$ cat config.mk
export PLATFORM = sky130hd
export DESIGN_NAME = dsp_27x27u_accum
export DESIGN_NICKNAME = d
export VERILOG_FILES = /design/src/rtl/dsp_accum_pkg.sv /design/src/rtl/dsp_sat_add.sv /design/src/rtl/dsp_27x27u_accum.sv
export SDC_FILE = /design/constraint.sdc
export NUM_CORES = 1
export LEC_CHECK = 0
export CORE_AREA = 2 2 161 163
export CTS_CLUSTER_DIAMETER = 200
export DETAILED_ROUTE_END_ITERATION = 10
export DIE_AREA = 0 0 163 165
export PLACE_DENSITY = 0.7
export SETUP_SLACK_MARGIN = 0.05
export SLEW_MARGIN = 40
export SYNTH_ARGS = -nofsm -noshare
export SYNTH_HDL_FRONTEND = slang
export SYNTH_SLANG_ARGS = --single-unit
export TNS_END_PERCENT = 100
$ cat constraint.sdc
create_clock -name clk -period 4.55 [get_ports clk]
set_clock_uncertainty 0.15 [all_clocks]
set_input_delay 0.91 -clock clk [delete_from_list [all_inputs] [get_ports clk]]
set_output_delay 0.91 -clock clk [all_outputs]
set_load 0.01 [all_outputs]
$ cat src/rtl/dsp_accum_pkg.sv
// Shared definitions for the product accumulator: default widths and the
// result-handshake state encoding.
package dsp_accum_pkg;

  localparam int unsigned PROD_WIDTH_DEF = 54;
  localparam int unsigned ACC_WIDTH_DEF  = 64;
  localparam int unsigned CNT_WIDTH_DEF  = 16;

  // ACCUM: collecting terms, no result pending; HOLD: result presented.
  typedef enum logic {
    ACCUM = 1'b0,
    HOLD  = 1'b1
  } state_e;

endpackage

$ cat src/rtl/dsp_sat_add.sv
// Unsigned adder that clamps to all-ones on carry-out and reports the carry.
module dsp_sat_add #(
  parameter int unsigned WIDTH = 64
) (
  input  logic [WIDTH-1:0] a,
  input  logic [WIDTH-1:0] b,
  output logic [WIDTH-1:0] sum,
  output logic             carry
);

  logic [WIDTH:0] full_sum;

  assign full_sum = {1'b0, a} + {1'b0, b};
  assign carry    = full_sum[WIDTH];
  assign sum      = carry ? {WIDTH{1'b1}} : full_sum[WIDTH-1:0];

endmodule

$ cat src/rtl/dsp_27x27u_accum.sv
// Frame accumulator behind the 27x27 unsigned multiplier: sums product terms
// up to prod_last and presents a saturating result with a valid/ready handshake.
module dsp_27x27u_accum
  import dsp_accum_pkg::*;
#(
  parameter int unsigned PROD_WIDTH = PROD_WIDTH_DEF,
  parameter int unsigned ACC_WIDTH  = ACC_WIDTH_DEF,
  parameter int unsigned CNT_WIDTH  = CNT_WIDTH_DEF
) (
  input  logic                  clk,
  input  logic                  rst_n,
  input  logic [PROD_WIDTH-1:0] prod,
  input  logic                  prod_valid,
  input  logic                  prod_last,
  output logic                  prod_ready,
  output logic [ACC_WIDTH-1:0]  sum,
  output logic [CNT_WIDTH-1:0]  sum_count,
  output logic                  sum_ovf,
  output logic                  sum_valid,
  input  logic                  sum_ready
);

  if (ACC_WIDTH < PROD_WIDTH) begin : g_width_check
    $error("dsp_27x27u_accum: ACC_WIDTH must be >= PROD_WIDTH");
  end

  state_e                 state_q, state_d;
  logic [ACC_WIDTH-1:0]   acc_q, acc_d;
  logic [CNT_WIDTH-1:0]   cnt_q, cnt_d;
  logic                   ovf_q, ovf_d;
  logic [ACC_WIDTH-1:0]   sum_q, sum_d;
  logic [CNT_WIDTH-1:0]   sum_count_q, sum_count_d;
  logic                   sum_ovf_q, sum_ovf_d;

  logic [ACC_WIDTH-1:0]   prod_ext;
  logic [ACC_WIDTH-1:0]   add_sum;
  logic                   add_carry;
  logic [CNT_WIDTH-1:0]   cnt_inc;
  logic                   ovf_next;
  logic                   accept;
  logic                   accept_last;

  assign sum_valid   = (state_q == HOLD);
  assign prod_ready  = !sum_valid || sum_ready;
  assign accept      = prod_valid && prod_ready;
  assign accept_last = accept && prod_last;

  assign prod_ext = ACC_WIDTH'(prod);

  dsp_sat_add #(
    .WIDTH (ACC_WIDTH)
  ) u_sat_add (
    .a     (acc_q),
    .b     (prod_ext),
    .sum   (add_sum),
    .carry (add_carry)
  );

  // Counter sticks at all-ones so a very long frame reports the maximum, not a wrapped value.
  assign cnt_inc  = (cnt_q == {CNT_WIDTH{1'b1}}) ? cnt_q : cnt_q + CNT_WIDTH'(1);
  assign ovf_next = ovf_q || add_carry;

  // NOTE: every _d is given its hold value first, so no branch can leave one unassigned and infer a latch.
  always_comb begin
    state_d     = state_q;
    acc_d       = acc_q;
    cnt_d       = cnt_q;
    ovf_d       = ovf_q;
    sum_d       = sum_q;
    sum_count_d = sum_count_q;
    sum_ovf_d   = sum_ovf_q;

    case (state_q)
      ACCUM:   if (accept_last) state_d = HOLD;
      HOLD:    if (!accept_last && sum_ready) state_d = ACCUM;
      default: state_d = ACCUM;
    endcase

    if (accept) begin
      if (prod_last) begin
        // Final term goes straight to the result registers; the accumulator restarts empty.
        sum_d       = add_sum;
        sum_count_d = cnt_inc;
        sum_ovf_d   = ovf_next;
        acc_d       = '0;
        cnt_d       = '0;
        ovf_d       = 1'b0;
      end else begin
        acc_d = add_sum;
        cnt_d = cnt_inc;
        ovf_d = ovf_next;
      end
    end
  end

  // NOTE: non-blocking assignments so every register updates from pre-edge values.
  always_ff @(posedge clk or negedge rst_n) begin
    if (!rst_n) begin
      state_q     <= ACCUM;
      acc_q       <= '0;
      cnt_q       <= '0;
      ovf_q       <= 1'b0;
      sum_q       <= '0;
      sum_count_q <= '0;
      sum_ovf_q   <= 1'b0;
    end else begin
      state_q     <= state_d;
      acc_q       <= acc_d;
      cnt_q       <= cnt_d;
      ovf_q       <= ovf_d;
      sum_q       <= sum_d;
      sum_count_q <= sum_count_d;
      sum_ovf_q   <= sum_ovf_d;
    end
  end

  assign sum       = sum_q;
  assign sum_count = sum_count_q;
  assign sum_ovf   = sum_ovf_q;

endmodule
Yosys cells after proc, flatten, opt, wreduce, memory -nomap -nowiden:

Cells that the tools add are included.

* input bits: 59
* word-level logic and storage cells: 27
* flip-flop bits (word level): 163

* add/sub/neg operators: 2
* reductions and logical operators: 8
* eq/ne operators: 1
* mux-type cells: 8
* bitwise gates (word level): 1

Operators with widths (number)
* 64-bit 2-to-1 mux: 2
* 64-bit by 54-bit adder with 65-bit output: 1
* 16-bit 2-to-1 mux: 2
* 16-bit by 1-bit adder with 16-bit output, second input constant: 1
* 16-bit == test, second input constant: 1
* 1-bit logical AND: 3
* 1-bit 2-to-1 mux: 3
* 1-bit zero test: 2
* 1-bit logical OR: 2
* 1-bit case mux with 2 select lines: 1
* 2-bit AND reduction: 1
* 1-bit inverter: 1

Depth between registers and ports, before layout:

* depth in word-level cells: 8
* gate-level depth with buffers: 13
* depth with buffers taken out: 12

Hierarchy:

A second synthesis with hierarchy kept.

* cells, all modules: 1440
* area, all modules: 11334.6 um^2

Modules (own cells, without submodules)
* dsp_27x27u_accum: area each 6925.4 um^2, times used 1, sequential area each 4078.9 um^2, cells each 762
* dsp_sat_add: area each 4409.2 um^2, times used 1, sequential area each 0.0 um^2, cells each 678

Worst setup path before layout:

No wires, ideal clock.

* path type: input to register
* start: input prod[0]
* end: register acc_q[50]
* stages on the path: 12
* library setup time: 0.123 ns
* path buffers: 0
* setup slack: 0.666 ns
* arrival time: 3.611 ns
* cell sequence: ha_1 -> fa_1 -> a211oi_1 -> o21ai_0 -> nand4_1 -> nand4_1 -> nor4b_1 -> o21ai_1 -> or4b_1 -> a211o_1 -> xor2_1 -> o221a_2

* longest elaborated chain between the ends: 3

RTL lines
* start: declaration: line dsp_27x27u_accum.sv:12 `input logic [PROD_WIDTH-1:0] prod,`
* 64-bit by 54-bit adder with 65-bit output: line dsp_sat_add.sv:13 `assign full_sum = {1'b0, a} + {1'b0, b};`
* 64-bit 2-to-1 mux: line dsp_sat_add.sv:15 `assign sum = carry ? {WIDTH{1'b1}} : full_sum[WIDTH-1:0];`
* 64-bit 2-to-1 mux: line dsp_27x27u_accum.sv:80 `if (prod_last) begin`
* end signal: assignment: line dsp_27x27u_accum.sv:100 `acc_q <= '0;`
* end signal: assignment: line dsp_27x27u_accum.sv:108 `acc_q <= acc_d;`
* end: declaration: line dsp_27x27u_accum.sv:28 `logic [ACC_WIDTH-1:0] acc_q, acc_d;`

Every way passes these cells.
A chain may end at the register's enable or synchronous reset.

Worst setup path after layout:

Ends and elaborated chain as after synthesis.

==> run_results.csv <==
group,metric,value,unit
clocking,clock_path_buffers,2,
sta,post-route-min-period,4.19,ns
die,die_h,165,µm
grt,use_met2,0.340,
die,fp-row-count,58,
clocking,cts_made_buffers,17,
drt,drtPass1Iterations,6,
sta,timing.fmax,239,MHz
clocking,cts-root-buf,"clkbuf_16",
job,max_cap_violations,0,
die,start_util,0.398,
final_layout,area_delta_synth_final,24.7,%
run_status,outcome,"completed",
sta,slew-limit-headroom,0.541,
grt,grt_util_all_layers,0.212,
placement,place.port_buffers,141,
drt,drtAntennaViolNets,0,
drt,viasPerCell,5.50,
grt,grt_max_degree,98,
final_layout,final_cells,1633,
sta,tightestPinTransition,0.678,ns
final_layout,nFillCells,2410,
logic_synthesis,yosys_warnings,0,
logic_synthesis,syn_inst,1167,
critical_path,criticalPathCategory,"in -> reg",
sta,report.final.slew_viol_count,0,
logic_synthesis,syn-num-nets,1282,
logic_synthesis,yosysTopAreaCell,"dfrtp_1",
sta,fin_setup_tns,0,ns
sta,finalSetupViolCount,0,
grt,grt_pass1_vias,8621,
final_layout,drive_gt1_frac,0.0660,
grt,grt.busiest_layer,"met2",
logic_synthesis,syn_area_per_cell,8.53,µm²
drt,drc_errors,0,
drt,via_count,8988,
die,pin_count,142,
drt,post_drt_wl_per_cell,17.0,µm
logic_synthesis,synth.distinct_cells,64,
clocking,cts.sinks,163,
grt,use_met3,0.0296,
power,power,7.90,mW
logic_synthesis,synth_ff_type,"dfrtp_1",
placement,dp_hpwl,20.3,mm
logic_synthesis,synth-seq-cells,163,
hold_path,hold_path_class,"in -> async",
logic_synthesis,synth_seq_area_share,0.410,
clocking,cts_resized,0,
power,power.density,636,mW/mm²
clocking,cts_tree,"yes",
critical_path,cp-end-kind,"register",
die,coreArea,0.0250,mm²
sta,hold_violations,0,
final_layout,num_antenna_cells,0,
clocking,insertion_delay,0.44,ns
clocking,cts_hold_buf,0,
drt,initialDrtViolationCount,640,
final_layout,nets,1405,
logic_synthesis,synth.top_cells.by_count,"nand2_1 (184), dfrtp_1 (163), o21ai_0 (147)",
logic_synthesis,synth_top_area_share,0.410,
grt,grt_util_met1,0.298,
critical_path,worstPathMaxFanout,3,
final_layout,fin_util,0.496,
critical_path,critPathLaunch,"prod[0]",
clocking,h-tree-depth,4,
logic_synthesis,async_reset_ff_frac,1.00,
sta,holdWs,0.140,ns
drt,wl,27.8,mm
logic_synthesis,synth_area_leaders,"dfrtp_1 (41%), o21ai_0 (7.4%), nand2_1 (6.9%)",
logic_synthesis,syn_area,0.00996,mm²
sta,post-route-period-util,0.921,
sta,rsz0062_at_grt,"no",
critical_path,arrival,4.37,ns
power,ir_worst_vdd,300,µV
grt,grt_antenna_before_repair,0,
placement,dp_cells,1600,
power,p_leak,5.40,nW
grt,grt_pass1_wl,45.5,mm
die,die_w,163,µm
placement,gp_congestion,0.886,
clocking,clk_pin_slew,0.08,ns
critical_path,cp-start-kind,"primary input",
logic_synthesis,synth_edf_count,0,
clocking,postCtsSetupBuffers,0,
critical_path,cp.required,4.73,ns
critical_path,reg2reg_from,"acc_q[0]",
die,dieArea,0.0269,mm²
logic_synthesis,synth.most_common_cell,"nand2_1",
grt,grt_overflow,0,
-- critical path, cell delays in order --
cell	delay [ns]
clkdlybuf4s50_1	0.41
ha_1	0.23
fa_1	0.40
a211oi_1	0.29
o21ai_0	0.23
nand4_1	0.22
nand4_1	0.13
nor4b_1	0.21
o21ai_1	0.14
or4b_1	0.48
a211o_1	0.33
xor2_1	0.16
o221a_2	0.25
-- state kept, by name, indices dropped and copies added (netlist names) --
signal / cells
acc_q: 64
sum_ovf: 1
cnt_q: 16
sum_valid: 1
sum: 64
sum_count: 16
ovf_q: 1
-- stage by stage --
step | setup slack (ns) | instance area [µm²]
2_1_floorplan | 0.666 | 9960
3_3_place_gp | 0.000335 | 11800
3_5_place_dp | -0.0766 | 11800
4_1_cts | 0.384 | 12400
5_1_grt | 0.153 | 12400
6_report | 0.359 | 12400
-- cell usage in the layout (no fill, tap or decap), drive strengths merged, types with 4 or more instances in the layout --
cell	n
a211oi	6
a21boi	4
a21o	20
a21oi	91
a22o	10
a31o	5
a31oi	24
and2	11
and3	12
and4	5
buf	27
clkbuf	17
clkdlybuf4s50	140
clkinv	6
dfrtp	163
ha	55
inv	22
mux2i	11
nand2	184
nand2b	6
nand3	27
nand4	19
nor2	110
nor2b	6
nor3	17
o21a	11
o21ai	150
o21bai	9
o221a	4
o22a	9
o31ai	12
or3	6
xnor2	43
xor2	20
-- metal layers --
layer,routed length [µm],part of all wire,up-vias
li1,-,-,4417
met1,13200,0.47,4287
met2,12800,0.46,249
met3,1240,0.044,35
met4,578,0.021,0
met5,0,0,-
-- power breakdown --
part | switching [mW] | total [mW] | internal, mW
registers | 0.345 | 2.30 | 1.95
clock network | 0.721 | 1.52 | 0.794
logic | 2.27 | 4.08 | 1.82
total | 3.33 | 7.90 | 4.56
-- worst paths after layout --
kind | end | slack (ns) | cells after the start
worst max-delay path | acc_q[50] | 0.36 | 13
worst min-delay path | sum_count[5] | 0.14 | 1
worst max register to register | acc_q[50] | 0.88 | 12
worst min register to register | sum[60] | 0.33 | 2
max in group asynchronous | acc_q[31] | 3.49 | 2
min in group clk | sum[60] | 0.33 | 2
-- cell families after synthesis --
kind of cell             after synthesis  synth area share
AO/OA/AOI/OAI                        381             0.235
XOR/XNOR                              63            0.0554
adder cells (fa/ha/maj)               56            0.0711
buffers and inverters                 77            0.0313
flip-flops                           163             0.410
multiplexers                          14            0.0145
AND/OR/NAND/NOR                      413             0.183
-- cell type report --
cell class	instances	area, µm²	share of cell area
Multi-Input combinational cell	927	5590	0.450
Sequential cell	163	4080	0.329
Timing Repair Buffer	167	1670	0.134
Clock buffer	17	425	0.0343
Tap cell	330	413	0.0333
Clock inverter	15	188	0.0151
Inverter	14	52.6	0.00423
Note: power is estimated with default switching activity, not from simulation.
